<file path="config.mk">
export PLATFORM = sky130hd
export DESIGN_NAME = addsub_arb
export DESIGN_NICKNAME = d
export VERILOG_FILES = /design/src/rtl/addsub_pkg.sv /design/src/rtl/addsub_core.sv /design/src/rtl/addsub_arb.sv
export SDC_FILE = /design/constraint.sdc
export NUM_CORES = 1
export LEC_CHECK = 0
export BUFFER_PORTS_ARGS = -buffer_cell sky130_fd_sc_hd__buf_2
export CAP_MARGIN = 40
export CORE_UTILIZATION = 55
export DETAILED_ROUTE_END_ITERATION = 8
export HOLD_SLACK_MARGIN = 0.06
export PLACE_DENSITY = 0.82
export SYNTH_ARGS = -nofsm -noshare
export SYNTH_HDL_FRONTEND = slang
export SYNTH_HIERARCHICAL = 1
export SYNTH_SLANG_ARGS = --single-unit
</file>
<file path="constraint.sdc">
create_clock -name clk -period 5.31 [get_ports clk]
set_clock_uncertainty 0.05 [all_clocks]
set_input_delay 0.2655 -clock clk [delete_from_list [all_inputs] [get_ports clk]]
set_output_delay 0.2655 -clock clk [all_outputs]
set_load 0.01 [all_outputs]
</file>
<file path="src/rtl/addsub_pkg.sv">
// Shared definitions for the add/sub arbiter: FSM states, op-field bit
// positions and datapath widths.
package addsub_pkg;

    // Full operand width and the width of the shared add/sub datapath
    localparam int DW  = 32;
    localparam int HW  = 16;
    localparam int OPW = 3;

    // Bit positions inside the 3-bit op field {wide, signed, sub}
    localparam int SUB    = 0;
    localparam int SIGNED = 1;
    localparam int WIDE   = 2;

    // Arbiter FSM: accept, low half-word, high half-word, hold response
    typedef enum logic [1:0] {
        IDLE = 2'd0,
        LO   = 2'd1,
        HI   = 2'd2,
        RESP = 2'd3
    } state_t;

    // Upper half-word of a narrow result: sign copy for signed ops, zero otherwise
    function automatic logic [HW-1:0] narrow_ext(input logic [HW-1:0] lo, input logic is_signed);
        return is_signed ? {HW{lo[HW-1]}} : {HW{1'b0}};
    endfunction

endpackage

</file>
<file path="src/rtl/addsub_core.sv">
// 16-bit combinational add/sub slice. Chains through cin_i/cout_o so two
// passes build a 32-bit operation. For subtraction cin_i/cout_o are borrows.
module addsub_core
    import addsub_pkg::*;
(
    input  logic [HW-1:0] a_i,
    input  logic [HW-1:0] b_i,
    input  logic          sub_i,
    input  logic          cin_i,
    output logic [HW-1:0] y_o,
    output logic          cout_o,
    output logic          over_o
);

    logic [HW:0] full;

    // One extra bit catches the carry-out, or the wrap that marks a borrow
    always_comb begin
        full = '0;
        if (sub_i) begin
            full = {1'b0, a_i} - {1'b0, b_i} - {{HW{1'b0}}, cin_i};
        end else begin
            full = {1'b0, a_i} + {1'b0, b_i} + {{HW{1'b0}}, cin_i};
        end
        y_o    = full[HW-1:0];
        cout_o = full[HW];
        if (sub_i) begin
            over_o = (a_i[HW-1] != b_i[HW-1]) && (y_o[HW-1] != a_i[HW-1]);
        end else begin
            over_o = (a_i[HW-1] == b_i[HW-1]) && (y_o[HW-1] != a_i[HW-1]);
        end
    end

endmodule

</file>
<file path="src/rtl/addsub_arb.sv">
// Two-requester arbiter in front of one shared 16-bit add/sub slice.
// Narrow ops take one datapath pass (LO), wide ops take two (LO then HI).
// Optional feature: define ADDSUB_ARB_RR_EN for round-robin tie-breaking;
// without it requester 0 always wins a tie.
module addsub_arb
    import addsub_pkg::*;
(
    input  logic           clk,
    input  logic           rst,
    input  logic [1:0]     req_valid,
    output logic [1:0]     req_ready,
    input  logic [DW-1:0]  req0_a,
    input  logic [DW-1:0]  req0_b,
    input  logic [DW-1:0]  req1_a,
    input  logic [DW-1:0]  req1_b,
    input  logic [OPW-1:0] req0_op,
    input  logic [OPW-1:0] req1_op,
    output logic           rsp_valid,
    input  logic           rsp_ready,
    output logic           rsp_id,
    output logic [DW-1:0]  rsp_y,
    output logic           rsp_carry,
    output logic           rsp_over
);

    state_t state_q, state_d;

    // Captured request
    logic [DW-1:0]  a_q, a_d;
    logic [DW-1:0]  b_q, b_d;
    logic [OPW-1:0] op_q, op_d;
    logic           id_q, id_d;

    // Result and the carry/borrow passed from the LO pass to the HI pass
    logic [DW-1:0]  y_q, y_d;
    logic           cy_q, cy_d;
    logic           carry_q, carry_d;
    logic           over_q, over_d;

    // Requester operands as indexable arrays
    logic [1:0][DW-1:0]  req_a_arr;
    logic [1:0][DW-1:0]  req_b_arr;
    logic [1:0][OPW-1:0] req_op_arr;

    assign req_a_arr  = {req1_a, req0_a};
    assign req_b_arr  = {req1_b, req0_b};
    assign req_op_arr = {req1_op, req0_op};

    // Tie-break: when set, requester 1 wins if both are valid
    logic prefer1;

`ifdef ADDSUB_ARB_RR_EN
    // Index of the requester granted most recently; reset value favours requester 0
    logic rr_last_q, rr_last_d;
    assign prefer1 = ~rr_last_q;
`else
    assign prefer1 = 1'b0;
`endif

    // Combinational grant, only while idle and not being reset
    logic [1:0] grant;
    always_comb begin
        grant = 2'b00;
        if ((state_q == IDLE) && !rst) begin
            unique case (req_valid)
                2'b01:   grant = 2'b01;
                2'b10:   grant = 2'b10;
                2'b11:   grant = prefer1 ? 2'b10 : 2'b01;
                default: grant = 2'b00;
            endcase
        end
    end

    // Per-requester handshake
    logic [1:0] hs;
    generate
        for (genvar gi = 0; gi < 2; gi++) begin : g_hs
            assign hs[gi]        = req_valid[gi] & grant[gi];
            assign req_ready[gi] = grant[gi];
        end
    endgenerate

    // Datapath operand selection: low half-words in LO, high half-words in HI
    logic [HW-1:0] core_a, core_b, core_y;
    logic          core_cin, core_cout, core_over;

    always_comb begin
        core_a   = a_q[HW-1:0];
        core_b   = b_q[HW-1:0];
        core_cin = 1'b0;
        if (state_q == HI) begin
            core_a   = a_q[DW-1:HW];
            core_b   = b_q[DW-1:HW];
            core_cin = cy_q;
        end
    end

    addsub_core u_core (
        .a_i    (core_a),
        .b_i    (core_b),
        .sub_i  (op_q[SUB]),
        .cin_i  (core_cin),
        .y_o    (core_y),
        .cout_o (core_cout),
        .over_o (core_over)
    );

    // Next-state logic: capture, compute half-words, hold response
    always_comb begin
        state_d = state_q;
        a_d     = a_q;
        b_d     = b_q;
        op_d    = op_q;
        id_d    = id_q;
        y_d     = y_q;
        cy_d    = cy_q;
        carry_d = carry_q;
        over_d  = over_q;
`ifdef ADDSUB_ARB_RR_EN
        rr_last_d = rr_last_q;
`endif
        unique case (state_q)
            IDLE: begin
                if (|hs) begin
                    a_d     = req_a_arr[hs[1]];
                    b_d     = req_b_arr[hs[1]];
                    op_d    = req_op_arr[hs[1]];
                    id_d    = hs[1];
                    state_d = LO;
`ifdef ADDSUB_ARB_RR_EN
                    rr_last_d = hs[1];
`endif
                end
            end
            LO: begin
                y_d[HW-1:0] = core_y;
                cy_d        = core_cout;
                if (op_q[WIDE]) begin
                    state_d = HI;
                end else begin
                    y_d[DW-1:HW] = narrow_ext(core_y, op_q[SIGNED]);
                    carry_d      = op_q[SIGNED] ? 1'b0 : core_cout;
                    over_d       = op_q[SIGNED] ? core_over : 1'b0;
                    state_d      = RESP;
                end
            end
            HI: begin
                y_d[DW-1:HW] = core_y;
                carry_d      = op_q[SIGNED] ? 1'b0 : core_cout;
                over_d       = op_q[SIGNED] ? core_over : 1'b0;
                state_d      = RESP;
            end
            RESP: begin
                if (rsp_ready) begin
                    state_d = IDLE;
                end
            end
            default: state_d = IDLE;
        endcase
    end

    // State and datapath registers; reset abandons any in-flight op
    always_ff @(posedge clk) begin
        if (rst) begin
            state_q <= IDLE;
            a_q     <= '0;
            b_q     <= '0;
            op_q    <= '0;
            id_q    <= 1'b0;
            y_q     <= '0;
            cy_q    <= 1'b0;
            carry_q <= 1'b0;
            over_q  <= 1'b0;
        end else begin
            state_q <= state_d;
            a_q     <= a_d;
            b_q     <= b_d;
            op_q    <= op_d;
            id_q    <= id_d;
            y_q     <= y_d;
            cy_q    <= cy_d;
            carry_q <= carry_d;
            over_q  <= over_d;
        end
    end

`ifdef ADDSUB_ARB_RR_EN
    // Round-robin pointer, moves only on a handshake
    always_ff @(posedge clk) begin
        if (rst) begin
            rr_last_q <= 1'b1;
        end else begin
            rr_last_q <= rr_last_d;
        end
    end
`endif

    // Response outputs are zero whenever no response is being presented
    logic in_resp;
    assign in_resp   = (state_q == RESP) && !rst;
    assign rsp_valid = in_resp;
    assign rsp_id    = in_resp ? id_q : 1'b0;
    assign rsp_y     = in_resp ? y_q : '0;
    assign rsp_carry = in_resp ? carry_q : 1'b0;
    assign rsp_over  = in_resp ? over_q : 1'b0;

endmodule

</file>
**Word-level counts from Yosys, hierarchy flattened**

Cells that the tools add are included.

- Bits in registers: 105
- Input bits: 139
- Output and inout bits: 38
- Logic and storage cells: 71

- Add/subtract/negate cells: 4
- $lt $le $gt $ge: 1
- Equality and inequality tests: 12
- Mux-type cells: 30
- Bitwise operators: 2
- Reductions and logical operators: 12

Operator list:

| kind | number |
|---|---|
| 32-bit 2-to-1 mux | 5 |
| 16-bit 2-to-1 mux | 4 |
| 16-bit case mux with 2 select lines | 1 |
| 16-bit by 16-bit adder with 17-bit output | 1 |
| 17-bit by 1-bit adder with 17-bit output | 1 |
| 17-bit 2-to-1 mux | 1 |
| 16-bit by 16-bit subtractor with 17-bit output | 1 |
| 17-bit by 1-bit subtractor with 17-bit output | 1 |
| 1-bit 2-to-1 mux | 10 |
| 2-bit == test, second input constant | 4 |
| 2-bit case mux with 4 select lines | 1 |
| 2-bit 2-to-1 mux | 3 |
| 3-bit 2-to-1 mux | 2 |
| 2-bit AND reduction | 3 |
| 2-bit by 1-bit == test with 1-bit output, second input constant | 2 |
| 1-bit logical AND | 4 |
| 2-bit inequality test, second input constant | 2 |
| 1-bit case mux with 2 select lines | 2 |
| 2-bit case mux with 2 select lines | 1 |
| 2-bit OR reduction | 2 |
| 1-bit bitwise AND | 2 |
| 2-bit logical NOT | 1 |
| 1-bit by 2-bit less-than comparator with 1-bit output, second input constant | 1 |
| 1-bit inequality test | 2 |
| 4 further kinds | 4 |

**Logic depth before layout (Yosys ltp)**

- Depth in word-level cells: 11
- Mapped depth: 19
- Mapped depth without buffers: 15

**Hierarchy**

The synthesis kept the hierarchy.

By module, submodules not included:

| module | instances | cells an instance | area an instance (sq um) |
|---|---|---|---|
| addsub_arb | 1 | 563 | 5,272.6 |
| addsub_core | 1 | 301 | 2,145.8 |

**Worst setup path after synthesis**

No wires, ideal clock.

- Kind: register to register
- From: reg state_q[0]
- To: reg y_q[25]
- Data arrival time: 4,348 ps
- Data required time: 5,120 ps
- Setup slack: 772 ps
- Stages on the path, launching flop included: 18
- Buffers on the path: 3
- Clock period less this slack: 4,538 ps
- Path through: dfxtp_1 > inv_1 > ha_1 > buf_2 > clkbuf_1 > mux2_2 > ha_1 > inv_1 > ha_1 > nand2_2 > or3_1 > or3_1 > mux2_2 > and3_4 > a211o_2 > a311oi_2 > buf_2 > a211oi_1

- Longest elaborated chain between the ends: 8
- Elaborated cells on any way between the ends: 16
- Those cells by class: add/sub: 4; eq/ne: 3; mux: 7; reduce/logical: 2

RTL lines:

| what | line | RTL |
|---|---|---|
| start, declared | addsub_arb.sv:26 | `state_t state_q, state_d;` |
| start signal, assigned | addsub_arb.sv:175 | `state_q <= state_d;` |
| 2-bit == test (*) | addsub_arb.sv:91 | `if (state_q == HI) begin` |
| 16-bit 2-to-1 mux (*) | addsub_arb.sv:91 |  |
| net core_b[9] | addsub_arb.sv:84 | `logic [HW-1:0] core_a, core_b, core_y;` |
| 16-bit by 16-bit adder with 17-bit output or 16-bit by 16-bit subtractor with 17-bit output (tied branches) | addsub_core.sv:23, addsub_core.sv:21 |  |
| 17-bit by 1-bit adder with 17-bit output or 17-bit by 1-bit subtractor with 17-bit output (tied branches) | addsub_core.sv:23, addsub_core.sv:21 |  |
| 17-bit 2-to-1 mux (*) | addsub_core.sv:20 | `if (sub_i) begin` |
| net core_y[15] | addsub_arb.sv:84 |  |
| 16-bit 2-to-1 mux (*) | addsub_pkg.sv:25 | `return is_signed ? {HW{lo[HW-1]}} : {HW{1'b0}};` |
| 16-bit 2-to-1 mux (*) | addsub_arb.sv:138 | `if (op_q[WIDE]) begin` |
| 16-bit case mux with 2 select lines (*) | addsub_arb.sv:122 | `unique case (state_q)` |
| end signal, assigned | addsub_arb.sv:180 | `y_q <= y_d;` |
| end, declared | addsub_arb.sv:35 | `logic [DW-1:0] y_q, y_d;` |

The timed path passes the listed nets; every way through them passes the cells marked *. The select of a mux whose other input is x is not followed.
A chain may end at the register's enable or synchronous reset.

**Final worst setup path**

- From: reg state_q[0]
- To: reg y_q[22]

Same word-level chain as after synthesis.

==> results by stage <==
Pwr:
- In this run, flip-flops and latches consume 25.5% of the power.
- Net switching is 45.3% of the power.
- Summed over all cells, the static leakage comes to 3.78 nW.
- VDD sags by at most 0.000263 V.
- The part of the total power dissipated in the clock network is 13.4%.
- The ratio of total power to cell area is 526 mW/mm2.
- The internal power of the cells totals 2.47 mW.
- Combinational cells account for 61.1% of the total power.
- The switching power of the nets is 2.05 mW.

Global route:
- The initial antenna violation count was 0.
- The total overflow left after global routing is 0.
- The number of global-route vias before repair is 6,489.
- The global-route wire length before repair is 31.9 mm.
- The pin count of the biggest net entering global routing is 70.
- Across every metal layer, demand over resource in global routing totals 28.1%.

Timing:
- Setup repair after global routing left no endpoint under its margin.
- The number of hold violations in the final report was 0.
- The final critical path takes up 87.1% of the cycle.
- The worst hold slack after final layout is 0.240 ns.
- Setup violations remaining at the end of the flow were counted as 0.
- Based on the critical path, the design can be clocked at up to 216 MHz.
- The total negative slack is 0 ns.
- Headroom to the max-slew limit came out at 37.3%.
- The worst path in the final design needs a cycle of 4.62 ns, including I/O delays and setup.
- The number of max-slew violations in the final report is 0.
- The slew at the pin closest to its max-slew limit is 0.929 ns.

Final layout:
- The count of inserted antenna diode cells is 0.
- The area of all sequential standard cells is 0.00210 mm2.
- At the end of the flow the core is filled with cells to 65.1%.
- After routing the design area is 0.00859 mm2.
- Leaving out filler cells and counting taps, the final layout contains 1,173.
- The relative area change from synthesis to final layout is 15.8%.
- The area of the multi-input gates is 0.00480 mm2.
- In the layout the commonest cells are sky130_fd_sc_hd__buf_2 (175), sky130_fd_sc_hd__a21oi_1 (109), sky130_fd_sc_hd__dfxtp_1 (105).
- The count of nets after finishing is 1,186.
- The library cell used most frequently in the layout, excluding fill and tap cells, is sky130_fd_sc_hd__buf_2.
- Cells with a size suffix above 1 make up 28.8% of the layout.
- The number of fillers in the final layout is 1,115.

Die:
- The full die area is 0.0140 mm2.
- Measured along the y axis, the die boundary spans 118 um.
- The x dimension of the die is 118 um.
- After floorplanning, the core was divided into 42 placement rows.
- The number of primary I/O pins is 177.
- After floorplanning, the core was sized to cover 0.0132 mm2.
- The initial utilization of the core area, before any placement, comes to 56.2%.

Setup path:
- The endpoint type of the worst setup path is a flip-flop.
- Data arrives at the worst endpoint at 4.78 ns.
- The critical path's slowest cell is sky130_fd_sc_hd__mux2_2.
- In this run the critical register-to-register path is launched from state_q[0]$_SDFFE_PP0P_.
- The worst endpoint required time is 5.46 ns.
- Along the worst path, the maximum fanout reaches 17.
- The signal on the critical path passes through inv_1 -> ha_2 -> buf_4 -> mux2_2 -> ha_1 -> inv_1 -> ha_1 -> nor2_1 -> or3_1 -> or3_1 -> mux2_2 -> and3_4 -> a211o_2 -> a311oi_2 -> buf_4 -> a211oi_1.
- The critical path startpoint is state_q[0]$_SDFFE_PP0P_.
- The worst setup path category is flip-flop to flip-flop.
- The largest incremental delay on the critical path is 0.40 ns.
- The critical path startpoint category is a flip-flop.

Placed design:
- Including well taps, the total number of placed cells is 1,158.
- The post-placement cell area is 0.00832 mm2.
- The count of input and output buffers is 176.
- The half-perimeter wire length of the detailed placement result is 14.4 mm.
- The final weighted congestion of routability-driven global placement is 0.980.

Logic synthesis:
- Counting flops and latches in the post-synthesis netlist gives 105.
- The distinct cell type count after synthesis is 62.
- For this run, the number of Yosys warnings is 6.
- Counting every net in the synthesized netlist gives 1,057.
- The cell count after synthesis is 864.
- The count of flip-flops with a built-in enable after synthesis is 0.
- The share of flip-flops with an asynchronous set or reset after synthesis is 0%.
- The per-instance average area after synthesis is 8.59 um2.
- The sequential fraction of the synthesis area is 28.3%.
- The netlist area before placement is 0.00742 mm2.
- The most used flip-flop cell after synthesis is sky130_fd_sc_hd__dfxtp_1.

Routing:
- The DRC violation count after routing is 0.
- The pre-antenna-repair detailed-routing pass consisted of 5 iterations.
- The violation count after the first detailed-route iteration is 546.
- Dividing the detail-routed via count by the number of cells gives 5.95.
- In this run the remaining antenna-violating nets after routing total 0.
- The aggregate routed wire length is 19.3 mm.
- The overall via count from detail_route is 6,974.
- The post-detailed-route wirelength per cell is 16.5 um.

Outcome:
- The run finished with clean final reports.

Clock network:
- The deepest level of the CTS H-tree is 3.
- Buffers inserted to repair hold after CTS numbered 0.
- The clock buffer count from CTS is 9.
- The root buffer cell chosen for the clock tree is sky130_fd_sc_hd__clkbuf_16.
- The post-cts sizing count is 0.
- The CTS tree is yes.
- After clock tree synthesis, the clock-pin slew on the worst setup and hold paths is 0.07 ns.
- The largest buffer count on any clock path is 2.
- The number of sinks driven by the clock tree is 105.
- The number of setup buffers added after CTS is 0.
- Clock latency on the worst-skew pair, taken at its later pin, is 0.35 ns.

Hold path:
- The startpoint identified for the worst hold timing path is req0_b[30].
- The worst min-delay path class is input port to flip-flop.

Run:
- The count of max-cap constraint violations is 0.
==> power by group through the flow <==
stage                     logic (mW)  registers, mW  clock network (mW)
final                           2.76           1.15               0.604
after global routing            3.05           1.17               0.646
after CTS                       2.71           1.15               0.609
after detailed placement        2.68           1.16                   0
after global placement          2.62           1.16                   0
after floorplan                 2.18           1.09                   0
==> worst paths after layout <==
| kind | to | slack [ns] | cells past startpoint |
|---|---|---|---|
| worst max-delay path | y_q[22]$_SDFFE_PP0P_ | 0.69 | 16 |
| worst min-delay path | b_q[30]$_SDFFE_PP0P_ | 0.24 | 3 |
| worst max register to register | y_q[22]$_SDFFE_PP0P_ | 0.69 | 16 |
| worst min register to register | id_q$_SDFFE_PP0P_ | 0.42 | 2 |
==> cell families (layout without fill, tap and decap cells) <==
| group | after synthesis | count (layout) | share of synthesized area (%) |
|---|---|---|---|
| AOI/OAI and AO/OA | 337 | 337 | 32.4 |
| DFF | 105 | 105 | 28.3 |
| buffers and inverters | 126 | 259 | 7.32 |
| adders and majority gates | 54 | 54 | 9.51 |
| and+or+nand+nor | 163 | 163 | 11.4 |
| xor gates and xnor gates | 20 | 20 | 2.36 |
| muxes | 59 | 59 | 8.72 |
==> synthesized netlist by cell type, types with 6 or more instances <==
cell / number / area, um2
sky130_fd_sc_hd__a211oi_1: 57 / 428
sky130_fd_sc_hd__a211oi_2: 31 / 388
sky130_fd_sc_hd__a21o_1: 6 / 45.0
sky130_fd_sc_hd__a21oi_1: 109 / 546
sky130_fd_sc_hd__a22oi_1: 67 / 503
sky130_fd_sc_hd__and2_1: 39 / 244
sky130_fd_sc_hd__buf_2: 14 / 70.1
sky130_fd_sc_hd__clkbuf_1: 45 / 169
sky130_fd_sc_hd__dfxtp_1: 105 / 2100
sky130_fd_sc_hd__ha_1: 50 / 626
sky130_fd_sc_hd__inv_1: 54 / 203
sky130_fd_sc_hd__mux2_2: 35 / 394
sky130_fd_sc_hd__mux2i_1: 23 / 230
sky130_fd_sc_hd__nand2_1: 33 / 124
sky130_fd_sc_hd__nand2b_1: 8 / 50.1
sky130_fd_sc_hd__nand3_1: 7 / 35.0
sky130_fd_sc_hd__nand4_1: 6 / 37.5
sky130_fd_sc_hd__nor2_1: 37 / 139
sky130_fd_sc_hd__nor2b_1: 11 / 68.8
sky130_fd_sc_hd__nor3_1: 7 / 35.0
sky130_fd_sc_hd__o211ai_1: 8 / 60.1
sky130_fd_sc_hd__o21ai_0: 23 / 115
sky130_fd_sc_hd__xnor2_1: 15 / 131
==> flip-flops by register name, indices dropped and copies added, names as in the netlist <==
register and count:
over_q 1, b_q 32, id_q 1, cy_q 1, y_q 32, carry_q 1, state_q 2, op_q 3
a_q 32
==> final cells by class <==
cell class / instances / area share [%]
clock buffer: 10 / 2.67
sequential: 105 / 24.5
tap: 176 / 2.56
clock inverter: 5 / 0.393
multi-input combinational: 633 / 55.9
inverter: 55 / 2.40
timing repair buffer: 189 / 11.6
==> metrics by stage <==
step	power (mW)	worst slack [ns]
floorplan	3.27	0.772
CTS	4.46	0.711
detailed placement	3.84	0.759
global placement	3.78	0.878
finish	4.51	0.687
global route	4.87	0.420
==> worst max-delay path, delay by kind of cell (launching register included) <==
family                   cells  cell delay, ns
adder cells (fa/ha/maj)      3            1.13
AND/OR/NAND/NOR              4            0.86
buffers and inverters        4            0.84
multiplexers                 2            0.67
AO/OA/AOI/OAI                3            0.59
flip-flops                   1            0.33
==> metal layers <==
metal / global-route usage, % / wire length [um]
met1: 38.0 / 8510
met2: 44.6 / 8940
met3: 5.21 / 1300
met4: 10.3 / 560
met5: 0 / 0
No activity file was read; power rests on OpenSTA's default activity.
